[config.mk]
export PLATFORM = sky130hd
export DESIGN_NAME = ctrl_bubble_pipe
export DESIGN_NICKNAME = d
export VERILOG_FILES = /design/src/rtl/ctrl_bubble_pipe_pkg.sv /design/src/rtl/ctrl_bubble_pipe_lu_hazard_detect.sv /design/src/rtl/ctrl_bubble_pipe.sv
export SDC_FILE = /design/constraint.sdc
export NUM_CORES = 1
export LEC_CHECK = 0
export CORE_ASPECT_RATIO = 1.75
export CORE_MARGIN = 1
export CORE_UTILIZATION = 49
export CTS_BUF_LIST = sky130_fd_sc_hd__clkbuf_2
export CTS_CLUSTER_DIAMETER = 120
export DETAILED_ROUTE_END_ITERATION = 8
export PLACE_DENSITY_LB_ADDON = 0.05
export SLEW_MARGIN = 0
export SYNTH_ARGS = -nofsm -noshare
export SYNTH_HDL_FRONTEND = slang
export SYNTH_SLANG_ARGS = --single-unit
[constraint.sdc]
create_clock -name clk -period 6.77 [get_ports clk]
set_input_delay 1.6925 -clock clk [delete_from_list [all_inputs] [get_ports clk]]
set_output_delay 1.6925 -clock clk [all_outputs]
set_load 0.005 [all_outputs]
[src/rtl/ctrl_bubble_pipe_pkg.sv]
// ---------------------------------------------------------------------------
// ctrl_bubble_pipe_pkg
// Shared pipeline definitions for the ID->EX control bubble logic:
//   - bp_state_e       : FSM state encoding (RUN / BUBBLE)
//   - LU_BUBBLES_MIN/MAX: legal range of bubbles inserted per load-use hazard
//   - REM_W            : width of the remaining-bubble down-counter
//   - BUBBLE_CTRL      : all-zero control bundle, sliced to CTRL_W by users
//   - lu_clamp()       : folds an out-of-range bubble count into the legal range
// No ports (package).
// ---------------------------------------------------------------------------
package ctrl_bubble_pipe_pkg;

    typedef enum logic {
        ST_RUN    = 1'b0,
        ST_BUBBLE = 1'b1
    } bp_state_e;

    localparam int LU_BUBBLES_MIN = 1;
    localparam int LU_BUBBLES_MAX = 7;

    // Holds LU_BUBBLES_MAX-1, the largest value ever loaded into rem.
    localparam int REM_W = 3;

    // Wide enough for any control bundle in this pipeline; users slice it.
    localparam int CTRL_W_MAX = 256;
    localparam logic [CTRL_W_MAX-1:0] BUBBLE_CTRL = '0;

    function automatic int lu_clamp(input int n);
        if (n < LU_BUBBLES_MIN) return LU_BUBBLES_MIN;
        if (n > LU_BUBBLES_MAX) return LU_BUBBLES_MAX;
        return n;
    endfunction

endpackage

[src/rtl/ctrl_bubble_pipe_lu_hazard_detect.sv]
// ---------------------------------------------------------------------------
// lu_hazard_detect
// Purely combinational load-use comparator. Flags a hazard when the consumer
// is a real instruction, the producer in EX is a load, the producer writes a
// non-zero register, and that register is one of the consumer's sources.
// Shared by the bubble controller and the forwarding logic.
// Ports:
//   valid   in  1       consumer holds a real instruction
//   is_load in  1       producer is a load
//   rd      in  REG_AW  producer destination register
//   rs, rt  in  REG_AW  consumer source registers
//   hazard  out 1       load-use hazard present
// ---------------------------------------------------------------------------
module lu_hazard_detect
    import ctrl_bubble_pipe_pkg::*;
#(
    parameter int REG_AW = 5
) (
    input  logic              valid,
    input  logic              is_load,
    input  logic [REG_AW-1:0] rd,
    input  logic [REG_AW-1:0] rs,
    input  logic [REG_AW-1:0] rt,
    output logic              hazard
);

    logic rd_nonzero;
    logic rd_match;

    // Register 0 is hard-wired zero, so a load targeting it never conflicts.
    assign rd_nonzero = (rd != '0);
    assign rd_match   = (rd == rs) || (rd == rt);
    assign hazard     = valid && is_load && rd_nonzero && rd_match;

endmodule

[src/rtl/ctrl_bubble_pipe.sv]
// ---------------------------------------------------------------------------
// ctrl_bubble_pipe
// ID->EX control register with load-use bubble insertion. A hazard replaces
// the EX control with an all-zero bubble and freezes PC and IF/ID for
// LU_BUBBLES cycles; the held instruction is then re-evaluated. Flush kills
// ID (bubble, holds released); ext_stall freezes everything and wins over
// flush. bubble_cnt counts loaded bubbles and saturates.
// Ports:
//   clk, rst            in   clock, asynchronous active-high reset
//   id_ctrl             in   CTRL_W  decoded control of instruction in ID
//   id_valid            in   1       ID holds a real instruction
//   id_rs, id_rt        in   REG_AW  ID source registers
//   ex_rd               in   REG_AW  EX destination register
//   ex_is_load          in   1       EX instruction is a load
//   flush               in   1       branch taken, kill ID
//   ext_stall           in   1       external freeze
//   ex_ctrl             out  CTRL_W  registered control into EX
//   ex_valid            out  1       ex_ctrl is a real instruction
//   pc_hold, ifid_hold  out  1       freeze PC and IF/ID
//   bubble_cnt          out  STAT_W  saturating bubble count since reset
// ---------------------------------------------------------------------------
module ctrl_bubble_pipe
    import ctrl_bubble_pipe_pkg::*;
#(
    parameter int CTRL_W     = 10,
    parameter int REG_AW     = 5,
    parameter int LU_BUBBLES = 1,
    parameter int STAT_W     = 16
) (
    input  logic              clk,
    input  logic              rst,
    input  logic [CTRL_W-1:0] id_ctrl,
    input  logic              id_valid,
    input  logic [REG_AW-1:0] id_rs,
    input  logic [REG_AW-1:0] id_rt,
    input  logic [REG_AW-1:0] ex_rd,
    input  logic              ex_is_load,
    input  logic              flush,
    input  logic              ext_stall,
    output logic [CTRL_W-1:0] ex_ctrl,
    output logic              ex_valid,
    output logic              pc_hold,
    output logic              ifid_hold,
    output logic [STAT_W-1:0] bubble_cnt
);

    // An illegal LU_BUBBLES is folded into 1..7 rather than overflowing rem.
    localparam int               LU_EFF   = lu_clamp(LU_BUBBLES);
    localparam logic [REM_W-1:0] REM_LOAD = REM_W'(LU_EFF - 1);
    localparam logic [CTRL_W-1:0] BUBBLE  = BUBBLE_CTRL[CTRL_W-1:0];
    localparam bit               MULTI    = (LU_EFF > 1);

    function automatic logic [STAT_W-1:0] sat_inc(input logic [STAT_W-1:0] v);
        return (&v) ? v : v + STAT_W'(1);
    endfunction

    bp_state_e         state, state_n;
    logic [REM_W-1:0]  rem, rem_n;
    logic [CTRL_W-1:0] ctrl_p1, ctrl_n;
    logic              vld_p1, vld_n;
    logic [STAT_W-1:0] cnt, cnt_n;
    logic              load_bubble;
    logic              hold;
    logic              hazard;

    lu_hazard_detect #(
        .REG_AW (REG_AW)
    ) u_hazard (
        .valid   (id_valid),
        .is_load (ex_is_load),
        .rd      (ex_rd),
        .rs      (id_rs),
        .rt      (id_rt),
        .hazard  (hazard)
    );

    // ---- ID stage: next-state, bubble select and hold decisions ----
    always_comb begin
        state_n     = state;
        rem_n       = rem;
        ctrl_n      = ctrl_p1;
        vld_n       = vld_p1;
        load_bubble = 1'b0;
        hold        = 1'b0;

        if (ext_stall) begin
            // Everything frozen; any flush is re-presented after the stall.
            hold = 1'b1;
        end else if (flush) begin
            load_bubble = 1'b1;
            rem_n       = '0;
            state_n     = ST_RUN;
        end else begin
            case (state)
                ST_RUN: begin
                    if (hazard) begin
                        load_bubble = 1'b1;
                        hold        = 1'b1;
                        rem_n       = REM_LOAD;
                        state_n     = MULTI ? ST_BUBBLE : ST_RUN;
                    end else begin
                        ctrl_n = id_ctrl;
                        vld_n  = id_valid;
                    end
                end
                ST_BUBBLE: begin
                    // rem counts bubbles still owed after this one; leave
                    // BUBBLE on the edge where it reaches zero.
                    load_bubble = 1'b1;
                    hold        = 1'b1;
                    rem_n       = (rem == '0) ? '0 : rem - REM_W'(1);
                    state_n     = (rem <= REM_W'(1)) ? ST_RUN : ST_BUBBLE;
                end
                default: begin
                    state_n = ST_RUN;
                    rem_n   = '0;
                end
            endcase
        end

        if (load_bubble) begin
            ctrl_n = BUBBLE;
            vld_n  = 1'b0;
        end

        cnt_n = load_bubble ? sat_inc(cnt) : cnt;
    end

    // ---- EX stage boundary: control register ----
    always_ff @(posedge clk or posedge rst) begin
        if (rst) begin
            state   <= ST_RUN;
            rem     <= '0;
            ctrl_p1 <= '0;
            vld_p1  <= 1'b0;
            cnt     <= '0;
        end else begin
            state   <= state_n;
            rem     <= rem_n;
            ctrl_p1 <= ctrl_n;
            vld_p1  <= vld_n;
            cnt     <= cnt_n;
        end
    end

    assign ex_ctrl    = ctrl_p1;
    assign ex_valid   = vld_p1;
    // Holds are forced low while reset is asserted, independent of state.
    assign pc_hold    = hold && !rst;
    assign ifid_hold  = hold && !rst;
    assign bubble_cnt = cnt;

endmodule

# Word-level counts from Yosys, hierarchy flattened
# Cells that the tools add are included.
# word_totals
regBits	31
inputBits	31
output_inout_bits	29
wordCells	53
# classes
n_addsub	2
n_lt_le_gt_ge	1
eq_ne	7
n_mux	23
bitwise	3
reduce_logical	12
# op_table
op	n
$mux W10	5
$add A16 B1 Y16 const B	1
$reduce_and A16 Y1	1
$mux W1	12
$eq A5 B5 Y1	2
$mux W3	3
$ne A2 B1 Y1 const B	3
$pmux W3 S2	1
$reduce_bool A5 Y1	1
$logic_and A1 B1 Y1	4
$pmux W1 S2	2
$reduce_and A2 Y1	2
$reduce_and A4 Y1	1
$le A3 B1 Y1 const B	1
$logic_not A3 Y1	1
$ne A3 B3 Y1 const B	1
$not A1 Y1	3
$sub A3 B1 Y3 const B	1
$ne A2 B2 Y1 const B	1
$logic_not A1 Y1	1
$logic_or A1 B1 Y1	1

# Depth between registers and ports, before layout
# Gate-level depths: netlist (run 1).
# depth
depth_word	9
mapped_depth	7
mapped_depth_nobuf	6

# Modules after synthesis
# From an unflattened synthesis (run 1), not the netlist that was laid out.
# hier_totals
cells_unflattened	147
area_unflattened_um2	1595.3
# modules_own_cells
module	instances	cells_per_inst	area_each_um2	seq_area_each_um2
ctrl_bubble_pipe	1	130	1462.7	775.7
lu_hazard_detect	1	17	132.6	0.0

# Worst setup path before layout (run 1)
# No wires, ideal clock.
# synth_timing
path_type	input -> output
start	in ex_rd[0]
end	out pc_hold
t_arrival_ns	2.841
required_time_ns	5.077
setup_slack_ns	2.236
stages	6
n_path_buf	1
cell_sequence	or4_4 > o211ai_2 > o21bai_1 > a21oi_1 > nor2_1 > buf_4
# synth_between
elab_chain_cells	8
elab_cells_between_ends	11
classes_between	2 x eq/ne; 4 x mux; 5 x reduce/logical
# synth_rtl
item	line	text
start, declared	ctrl_bubble_pipe.sv:36	input logic [REG_AW-1:0] ex_rd,
$eq A5 B5 Y1 or $reduce_bool A5 Y1 (tied branches)	ctrl_bubble_pipe_lu_hazard_detect.sv:32, ctrl_bubble_pipe_lu_hazard_detect.sv:31	
$logic_or A1 B1 Y1 or $logic_and A1 B1 Y1 (tied branches)	ctrl_bubble_pipe_lu_hazard_detect.sv:32, ctrl_bubble_pipe_lu_hazard_detect.sv:33	
$logic_and A1 B1 Y1 (*)	ctrl_bubble_pipe_lu_hazard_detect.sv:33	assign hazard = valid && is_load && rd_nonzero && rd_match;
$mux W1 (*)	ctrl_bubble_pipe.sv:96	if (hazard) begin
$pmux W1 S2 (*)	ctrl_bubble_pipe.sv:94	case (state)
$mux W1 (*)	ctrl_bubble_pipe.sv:89	end else if (flush) begin
$mux W1 (*)	ctrl_bubble_pipe.sv:86	if (ext_stall) begin
$logic_and A1 B1 Y1 (*)	n/a	
end, declared	ctrl_bubble_pipe.sv:42	output logic pc_hold,
# Every way passes the cells marked *; elsewhere a longest branch is shown, timed or not.

# Worst setup path after layout (run 1)
# layout_timing
start	in ex_rd[0]
end	out ifid_hold
# layout_between
elab_chain_cells	8
elab_cells_between_ends	11
classes_between	2 x eq/ne; 4 x mux; 5 x reduce/logical
# layout_rtl
item	line	text
$eq A5 B5 Y1 or $reduce_bool A5 Y1 (tied branches)	ctrl_bubble_pipe_lu_hazard_detect.sv:32, ctrl_bubble_pipe_lu_hazard_detect.sv:31	
$logic_or A1 B1 Y1 or $logic_and A1 B1 Y1 (tied branches)	ctrl_bubble_pipe_lu_hazard_detect.sv:32, ctrl_bubble_pipe_lu_hazard_detect.sv:33	
$logic_and A1 B1 Y1 (*)	ctrl_bubble_pipe_lu_hazard_detect.sv:33	
$mux W1 (*)	ctrl_bubble_pipe.sv:96	
$pmux W1 S2 (*)	ctrl_bubble_pipe.sv:94	
$mux W1 (*)	ctrl_bubble_pipe.sv:89	
$mux W1 (*)	ctrl_bubble_pipe.sv:86	
$logic_and A1 B1 Y1 (*)	ctrl_bubble_pipe.sv:150	assign ifid_hold = hold && !rst;
end, declared	ctrl_bubble_pipe.sv:43	output logic ifid_hold,
# Marked as above.

==> impl_metrics.py, run 1 <==
metrics = {
    "outcome": {
        "outcome": "completed",
    },
    "synth": {
        "netlist_instances": 145,
        "synth_nets": 179,
        "yosys.area_share.adder_pct": 2.31,
        "yosys.area_share.simple_pct": 19.6,
        "ys_seq_elements": 31,
        "syn_avg_cell_area_sq_um": 11.2,
        "synth_top_family_by_area": "simple AND/OR/NAND/NOR gates",
        "muxShareOfSynthArea_pct": 0.692,
        "ys_seq_area_share_pct": 47.7,
        "synth.top_cell.area_share_pct": 47.7,
        "synthesis.area_sq_um": 1630,
        "synth_area_leaders": "dfrtp_1 (48%), xor2_1 (7.5%), a22o_1 (6.5%)",
        "synth-xor-area-share_pct": 13.5,
        "synth_area_leader_cell": "dfrtp_1",
        "yosys_warnings": 0,
        "synth-compound-area-share_pct": 12.8,
        "synth_cell_types": 40,
    },
    "power_and_ir_drop": {
        "pwr-share-seq_pct": 48.0,
        "p_switching_uw": 142,
        "p_leak_uw": 0.000985,
        "power_frac_comb_pct": 27.0,
        "sw_frac_of_total_pct": 28.5,
        "clockPowerShare_pct": 25.0,
        "power_density_nw_per_um2": 216,
        "cellInternalPower_uw": 356,
        "ir_worst_vdd_uv": 186,
    },
    "worst_setup_path": {
        "reg2reg_depth": 6,
        "r2r_setup_slack_ns": 4.84,
        "critical_path.endpoint_type": "primary output",
        "cp_data_required_time_ns": 5.08,
        "path_max_fanout": 3,
        "crit_type": "input pin to primary output",
        "cp.buffers_inverters": 2,
        "slowest_delay_ns": 0.56,
        "path_cells": "clkdlybuf4s50_1 > or4_4 > o211ai_2 > o21bai_1 > a21oi_1 > nor2_1 > clkdlybuf4s50_1",
        "path_delay_family": "buffers and inverters",
        "reg2reg_to": "bubble_cnt[1]",
        "startpoint_type": "input pin",
        "cpMostUsedCell": "clkdlybuf4s50_1",
        "cp_slowest_cell": "or4_4",
        "cp.arrival_ns": 3.73,
        "r2r_start": "bubble_cnt[11]",
    },
    "clock_network": {
        "ctsHoldBuffers": 0,
        "cts_resized": 0,
        "clkSlewWorstSetupHoldPaths_ns": 0.17,
        "root_buffer": "clkbuf_2",
        "cts.sinks": 31,
        "cts_setup_buffers": 0,
        "cts_tree": "built",
        "numCtsBuffers": 5,
        "clk-insertion-delay-late_ns": 0.37,
        "htree_num_levels": 2,
        "clock_path_buffers": 2,
    },
    "drt": {
        "wl_microns": 3690,
        "drt_iter0_drc": 18,
        "firstDrtPassIters": 4,
        "dr_total_vias": 1360,
        "wl_per_cell_microns": 14.8,
        "antenna_left": 0,
        "drcViolationCount": 0,
        "vias_per_cell": 5.44,
    },
    "floorplan": {
        "coreArea_sq_um": 3140,
        "dieHeight_microns": 78.2,
        "initial_utilization_pct": 51.8,
        "die_area_sq_um": 3560,
        "rows": 27,
        "die_x_microns": 45.6,
        "top_level_ports": 60,
    },
    "final_layout": {
        "nNetsFinal": 240,
        "layout_commonest_cell": "clkdlybuf4s50_1",
        "num_antenna_cells": 0,
        "n_fill_cell": 240,
        "drive_gt1_share_pct": 10.1,
        "multi_input_area_sq_um": 795,
        "syn_to_final_growth_pct": 41.5,
        "stdcell_count": 250,
        "seq_area_sq_um": 776,
        "final_cell_mix": "clkdlybuf4s50_1 (59), dfrtp_1 (31), xor2_1 (14), a22o_1 (12), xnor2_1 (11)",
    },
    "placement": {
        "placed_cells": 242,
        "hpwl_microns": 2710,
        "dp_slack_ns": 1.36,
        "port_buffers": 59,
        "gp_congestion": 0.774,
    },
    "global_route": {
        "gr-usage-all-layers_pct": 23.4,
        "antenna_found_initial": 0,
        "grt-ovfl-total": 0,
        "grt_pass1_vias": 1409,
        "grt_max_degree": 32,
        "grt_pass1_wl_microns": 6080,
    },
    "sta": {
        "report.final.setup_viol": 0,
        "rsz0062_at_grt": "no",
        "final_max_slew_viol_count": 0,
        "hold_viol": 0,
        "min_period_over_period_pct": 80.1,
        "max_freq_mhz": 184,
        "worst_slack_ns": 1.35,
        "setup_tns_ns": 0,
        "clock-skew-final_ns": 0.0241,
        "maxSlewHeadroom_pct": 23.2,
        "fin_crit_ns": 5.42,
        "worst_pin_slew_ns": 1.15,
    },
    "hold_path": {
        "min_to": "bubble_cnt[7]",
        "whs_path_depth": 1,
        "holdCritStartpoint": "bubble_cnt[7]",
        "hold_path_class": "flip-flop to flip-flop",
    },
    "flow_run": {
        "drv_cap": 0,
    },
}
[cell usage after synthesis (all sizes together)]
cell type   n
and3        5
a22oi       1
nor3b       2
a21oi       1
or2         2
or3b        1
nand2b      1
o21a        1
nor2        9
nor4        1
a21o        1
and4        2
inv         4
or4         1
xnor2      11
xor2       14
o211ai      1
o2bb2ai     1
nor3        3
o22ai       1
ha          3
o21ai       3
buf         4
nand2       7
and4bb      1
nand4       5
clkbuf      2
nor4b       2
o21bai      1
nand3b      1
mux2        1
dfrtp      31
a22o       12
nand3       8
o31a        1
[per-layer routing]
metal / routed length, microns / up-vias / share of wire [%] / GRT usage, %
met4: 53 / 0 / 1.4 / 10.9
li1: - / 640 / - / -
met2: 2010 / 51 / 54 / 40.9
met5: 0 / - / 0 / 0
met1: 1400 / 665 / 38 / 25.3
met3: 224 / 4 / 6.1 / 4.83
[state kept, by name (all words and copies together) (netlist names)]
name / flops
bubble_cnt: 16
ex_valid: 1
ex_ctrl: 10
rem: 3
state: 1
[worst max-delay path by stage]
stage                      to  startpoint  slack [ns]  cells past startpoint
global route        ifid_hold    ex_rd[0]        1.26                      7
finish              ifid_hold    ex_rd[0]        1.35                      7
global placement      pc_hold    ex_rd[0]        1.39                      7
floorplan             pc_hold    ex_rd[0]        2.24                      6
CTS                 ifid_hold    ex_rd[0]        1.35                      7
detailed placement  ifid_hold    ex_rd[0]        1.36                      7
[cell type report]
type	instances	share of cell area, %
Clock inverter	3	1.69
Clock buffer	5	1.09
Inverter	4	0.653
Timing Repair Buffer	60	26.0
Sequential cell	31	33.7
Tap cell	43	2.34
Multi-Input combinational cell	104	34.5
[power groups by stage]
stage / Combinational, uW / Sequential, uW / Clock (uW)
final: 135 / 239 / 124
after global routing: 148 / 243 / 135
after CTS: 137 / 238 / 127
after detailed placement: 136 / 242 / 0
after global placement: 132 / 240 / 0
after floorplan: 56.4 / 239 / 0
[cell families after synthesis]
logic type               count (synthesis)
AND/OR/NAND/NOR                         51
XOR/XNOR                                25
AO/OA/AOI/OAI                           24
buffers and inverters                   10
adder cells (fa/ha/maj)                  3
flip-flops                              31
multiplexers                             1
[metrics by stage]
stage | total power (uW) | util (%) | instance area (sq um) | hold WS (ns)
floorplan | 296 | - | 1630 | 0.481
global placement | 372 | 71.2 | 2240 | 0.478
detailed placement | 377 | 71.2 | 2240 | 0.485
CTS | 503 | 73.2 | 2300 | 0.509
global route | 526 | 73.2 | 2300 | 0.521
finish | 498 | 73.2 | 2300 | 0.507
No activity file was read; power rests on OpenSTA's default activity.
==> run 2, diff against run 1 <==
Settings changed: CORE_UTILIZATION 49 to 41.
Clock period 6.77 ns to 4.8 ns, I/O delays scaled along.
==> run 2 against run 1 <==
  * Cell count increased by 2.0%
  * Clock power decreased by 6%
  * Global-route usage decreased by 3.7 points
  * Combinational power increased by 44%
  * Clock skew decreased by 0.0054 ns
  * Largest cell class unchanged
==> impl_metrics.py, run 2 (synthesized netlist as in run 1, its figures left out) <==
metrics = {
    "worst_setup_path": {
        "cp.arrival_ns": 3.24,
        "r2r_start": "bubble_cnt[12]",
        "crit_type": "input pin to primary output",
        "path_max_fanout": 3,
        "r2r_setup_slack_ns": 2.89,
        "startpoint_type": "input pin",
        "cp_data_required_time_ns": 3.60,
        "reg2reg_depth": 6,
        "reg2reg_to": "bubble_cnt[1]",
        "critical_path.endpoint_type": "primary output",
    },
    "clock_network": {
        "cts_tree": "built",
        "htree_num_levels": 2,
        "cts_setup_buffers": 0,
        "numCtsBuffers": 5,
        "clock_path_buffers": 2,
        "cts.sinks": 31,
        "root_buffer": "clkbuf_2",
        "clkSlewWorstSetupHoldPaths_ns": 0.15,
        "cts_resized": 0,
        "ctsHoldBuffers": 0,
        "clk-insertion-delay-late_ns": 0.35,
    },
    "sta": {
        "maxSlewHeadroom_pct": 57.0,
        "clock-skew-final_ns": 0.0187,
        "setup_tns_ns": 0,
        "worst_pin_slew_ns": 0.644,
        "min_period_over_period_pct": 92.6,
        "fin_crit_ns": 4.44,
        "hold_viol": 0,
        "final_max_slew_viol_count": 0,
        "report.final.setup_viol": 0,
        "whs_ns": 0.507,
        "max_freq_mhz": 225,
        "rsz0062_at_grt": "no",
    },
    "placement": {
        "hpwl_microns": 2800,
        "port_buffers": 59,
        "gp_congestion": 0.752,
    },
    "floorplan": {
        "die_x_microns": 49.6,
        "initial_utilization_pct": 42.5,
        "rows": 30,
        "dieHeight_microns": 85.3,
        "coreArea_sq_um": 3830,
        "top_level_ports": 60,
        "die_area_sq_um": 4230,
    },
    "global_route": {
        "grt_pass1_vias": 1333,
        "gr-usage-all-layers_pct": 19.6,
        "grt-ovfl-total": 0,
        "grt_pass1_wl_microns": 6410,
        "antenna_found_initial": 0,
        "grt_max_degree": 32,
    },
    "power_and_ir_drop": {
        "power_density_nw_per_um2": 281,
        "p_leak_uw": 0.000983,
        "sw_frac_of_total_pct": 30.4,
        "p_switching_uw": 197,
        "power_frac_comb_pct": 29.9,
        "ir_worst_vdd_uv": 263,
        "total_power_uw": 647,
        "pwr-share-seq_pct": 52.0,
        "clockPowerShare_pct": 18.0,
        "cellInternalPower_uw": 450,
    },
    "drt": {
        "vias_per_cell": 5.28,
        "firstDrtPassIters": 4,
        "drcViolationCount": 0,
        "dr_total_vias": 1347,
        "drt_iter0_drc": 13,
        "antenna_left": 0,
        "wl_microns": 3830,
        "wl_per_cell_microns": 15.0,
    },
    "final_layout": {
        "final_cell_mix": "clkdlybuf4s50_1 (59), dfrtp_1 (31), xor2_1 (14), a22o_1 (12), xnor2_1 (11)",
        "n_fill_cell": 365,
        "drive_gt1_share_pct": 10.1,
        "seq_area_sq_um": 776,
        "largest_register_ffs": 16,
        "syn_to_final_growth_pct": 41.7,
        "multi_input_area_sq_um": 795,
        "layout_commonest_cell": "clkdlybuf4s50_1",
        "nNetsFinal": 241,
        "num_antenna_cells": 0,
    },
    "hold_path": {
        "holdCritStartpoint": "bubble_cnt[15]",
        "hold_path_class": "flip-flop to flip-flop",
        "min_to": "bubble_cnt[15]",
        "whs_path_depth": 1,
    },
    "outcome": {
        "outcome": "completed",
    },
    "flow_run": {
        "drv_cap": 0,
    },
}
==> run 2: changes by cell type in the layout (fill, tap and decap cells not counted) <==
| cell | before | now |
|---|---|---|
| buf_16 | 0 | 1 |
| bufinv_16 | 1 | 0 |
==> run 2: how the worst max path moves through the flow <==
stage	slack [ns]	to	startpoint
after floorplan	1.25	pc_hold	ex_rd[0]
after global placement	0.41	pc_hold	ex_rd[0]
after detailed placement	0.36	ifid_hold	ex_rd[0]
after CTS	0.35	ifid_hold	ex_rd[0]
after global routing	0.27	ifid_hold	ex_rd[0]
final	0.36	ifid_hold	ex_rd[0]
==> run 2: area by class of cell <==
class                      count  area share, %
timing repair buffer          61           27.1
multi-input combinational    104           34.5
clock inverter                 2          0.380
inverter                       4          0.651
tap                           48           2.61
clock buffer                   5           1.09
sequential                    31           33.7
==> run 2: per-layer routing <==
layer  global-route usage [%]  up-vias  share of wire (%)
li1                         -      638                  -
met1                     23.5      675                 42
met2                     33.7       25                 53
met3                     3.41        9                2.8
met4                     8.83        0                2.4
met5                        0        -                  0
==> run 2: per-stage QoR <==
stage	std cells	util, %	area, sq um	setup slack, ns
after floorplan	145	-	1630	1.25
after global placement	247	58.6	2240	0.413
after detailed placement	247	58.6	2240	0.361
after CTS	254	59.5	2280	0.355
after global routing	255	60.2	2300	0.266
final	255	60.2	2300	0.357
==> run 2: power groups by stage <==
stage	Sequential [uW]	Clock [uW]	Combinational [uW]
floorplan	337	0	79.6
global placement	339	0	187
detailed placement	340	0	191
CTS	336	121	193
global route	342	133	213
finish	336	117	194
==> run 2: worst max-delay path: stages <==
cell,delay [ns]
clkdlybuf4s50_1,0.49
or4_4,0.57
o211ai_2,0.24
o21bai_1,0.09
a21oi_1,0.15
nor2_1,0.07
clkdlybuf4s50_1,0.44
==> run 3, diff against run 2 <==
Settings changed: MAX_ROUTING_LAYER set to met4.
==> run 3 against run 2 <==
  * Routed wire length is 0.24% lower
  * Clock skew fell by 0.0012 ns
  * Sequential share of layout area did not move
  * Die area did not move
  * Non-clock buffer count is the same
  * Total power is 0.12% lower
  * Sequential power barely moved
  * First-iteration DRC count increased by 15%
  * Critical path depth unchanged
  * Flip-flop and latch count unchanged
  * Via count decreased by 1.1%
  * Worst hold slack better by 0.00051 ns
  * Critical endpoint unchanged
  * Highest routed layer unchanged
==> impl_metrics.py, run 3 (synthesized netlist as in run 1, its figures left out) <==
metrics = {
    "global_route": {
        "grt-ovfl-total": 0,
        "grt_max_degree": 32,
        "gr-usage-all-layers_pct": 20.2,
        "grt_pass1_vias": 1332,
        "grt_pass1_wl_microns": 6420,
        "antenna_found_initial": 0,
    },
    "final_layout": {
        "layout_commonest_cell": "clkdlybuf4s50_1",
        "largest_register_ffs": 16,
        "design_area_sq_um": 2300,
        "nNetsFinal": 241,
        "num_antenna_cells": 0,
        "drive_gt1_share_pct": 10.1,
        "final_cell_mix": "clkdlybuf4s50_1 (59), dfrtp_1 (31), xor2_1 (14), a22o_1 (12), xnor2_1 (11)",
        "syn_to_final_growth_pct": 41.7,
        "fin_util_pct": 60.2,
    },
    "power_and_ir_drop": {
        "p_switching_uw": 196,
        "total_power_uw": 646,
        "p_leak_uw": 0.000983,
        "power_density_nw_per_um2": 280,
        "clockPowerShare_pct": 18.0,
        "pwr-share-seq_pct": 52.1,
        "sw_frac_of_total_pct": 30.4,
        "power_frac_comb_pct": 30.0,
        "ir_worst_vdd_uv": 263,
        "cellInternalPower_uw": 450,
    },
    "sta": {
        "hold_viol": 0,
        "whs_ns": 0.508,
        "max_freq_mhz": 225,
        "report.final.setup_viol": 0,
        "clock-skew-final_ns": 0.0175,
        "worst_pin_slew_ns": 0.653,
        "setup_tns_ns": 0,
        "rsz0062_at_grt": "no",
        "maxSlewHeadroom_pct": 56.4,
        "fin_crit_ns": 4.44,
        "min_period_over_period_pct": 92.6,
        "final_max_slew_viol_count": 0,
    },
    "drt": {
        "antenna_left": 0,
        "drcViolationCount": 0,
        "drt_iter0_drc": 15,
        "vias_per_cell": 5.22,
        "firstDrtPassIters": 4,
        "wl_per_cell_microns": 15.0,
        "wl_microns": 3820,
        "dr_total_vias": 1332,
    },
    "floorplan": {
        "initial_utilization_pct": 42.5,
        "dieHeight_microns": 85.3,
        "rows": 30,
        "die_x_microns": 49.6,
        "die_area_sq_um": 4230,
        "top_level_ports": 60,
        "coreArea_sq_um": 3830,
    },
    "worst_setup_path": {
        "r2r_start": "bubble_cnt[12]",
        "r2r_setup_slack_ns": 2.90,
        "slowest_delay_ns": 0.57,
        "startpoint_type": "input pin",
        "cp.arrival_ns": 3.24,
        "critical_path.endpoint_type": "primary output",
        "cp_slowest_cell": "or4_4",
        "reg2reg_depth": 6,
        "crit_type": "input pin to primary output",
        "path_max_fanout": 3,
        "path_cells": "clkdlybuf4s50_1 > or4_4 > o211ai_2 > o21bai_1 > a21oi_1 > nor2_1 > clkdlybuf4s50_1",
        "reg2reg_to": "bubble_cnt[1]",
        "cpMostUsedCell": "clkdlybuf4s50_1",
        "cp_data_required_time_ns": 3.60,
    },
    "hold_path": {
        "min_to": "bubble_cnt[15]",
        "holdCritStartpoint": "bubble_cnt[15]",
        "hold_path_class": "flip-flop to flip-flop",
        "whs_path_depth": 1,
    },
    "clock_network": {
        "cts_tree": "built",
        "root_buffer": "clkbuf_2",
        "clkSlewWorstSetupHoldPaths_ns": 0.14,
        "clk-insertion-delay-late_ns": 0.35,
        "cts.sinks": 31,
        "cts_resized": 0,
        "cts_setup_buffers": 0,
        "numCtsBuffers": 5,
        "htree_num_levels": 2,
        "clock_path_buffers": 2,
        "ctsHoldBuffers": 0,
    },
    "placement": {
        "gp_congestion": 0.761,
        "post_dp_cell_area_sq_um": 2240,
        "port_buffers": 59,
        "hpwl_microns": 2800,
    },
    "outcome": {
        "outcome": "completed",
    },
    "flow_run": {
        "drv_cap": 0,
    },
}
-- run 3: per-stage QoR --
| stage | instances | setup WS (ns) |
|---|---|---|
| global route | 255 | 0.266 |
| CTS | 254 | 0.355 |
| global placement | 247 | 0.413 |
| finish | 255 | 0.357 |
| floorplan | 145 | 1.25 |
| detailed placement | 247 | 0.361 |
-- run 3: worst max-delay path by stage --
stage | startpoint | endpoint | slack (ns)
4_1_cts | ex_rd[0] | ifid_hold | 0.35
3_3_place_gp | ex_rd[0] | pc_hold | 0.41
5_1_grt | ex_rd[0] | ifid_hold | 0.27
2_1_floorplan | ex_rd[0] | pc_hold | 1.25
3_5_place_dp | ex_rd[0] | ifid_hold | 0.36
6_report | ex_rd[0] | ifid_hold | 0.36
-- run 3: worst max-delay path, delay by kind of cell --
family	cells	cell delay [ns]
simple gates	2	0.64
buf+inv	2	0.93
compound gates	3	0.48
-- run 3: power by group through the flow --
stage	registers (uW)	clock network, uW	logic, uW
floorplan	337	0	79.6
global placement	339	0	187
detailed placement	340	0	191
CTS	336	121	193
global route	342	133	213
finish	336	116	193
-- run 3: cell type report --
cell class	instances	area (sq um)
Clock buffer	5	25.0
Clock inverter	2	8.76
Fill cell	365	1520
Inverter	4	15.0
Multi-Input combinational cell	104	795
Sequential cell	31	776
Tap cell	48	60.1
Timing Repair Buffer	61	626
-- run 3: routing by layer --
layer / routed length, microns / global-route usage (%) / vias up
met1: 1600 / 23.8 / 661
met5: 0 / - / -
li1: - / - / 637
met3: 108 / 3.23 / 9
met4: 88 / 8.83 / 0
met2: 2020 / 33.4 / 25
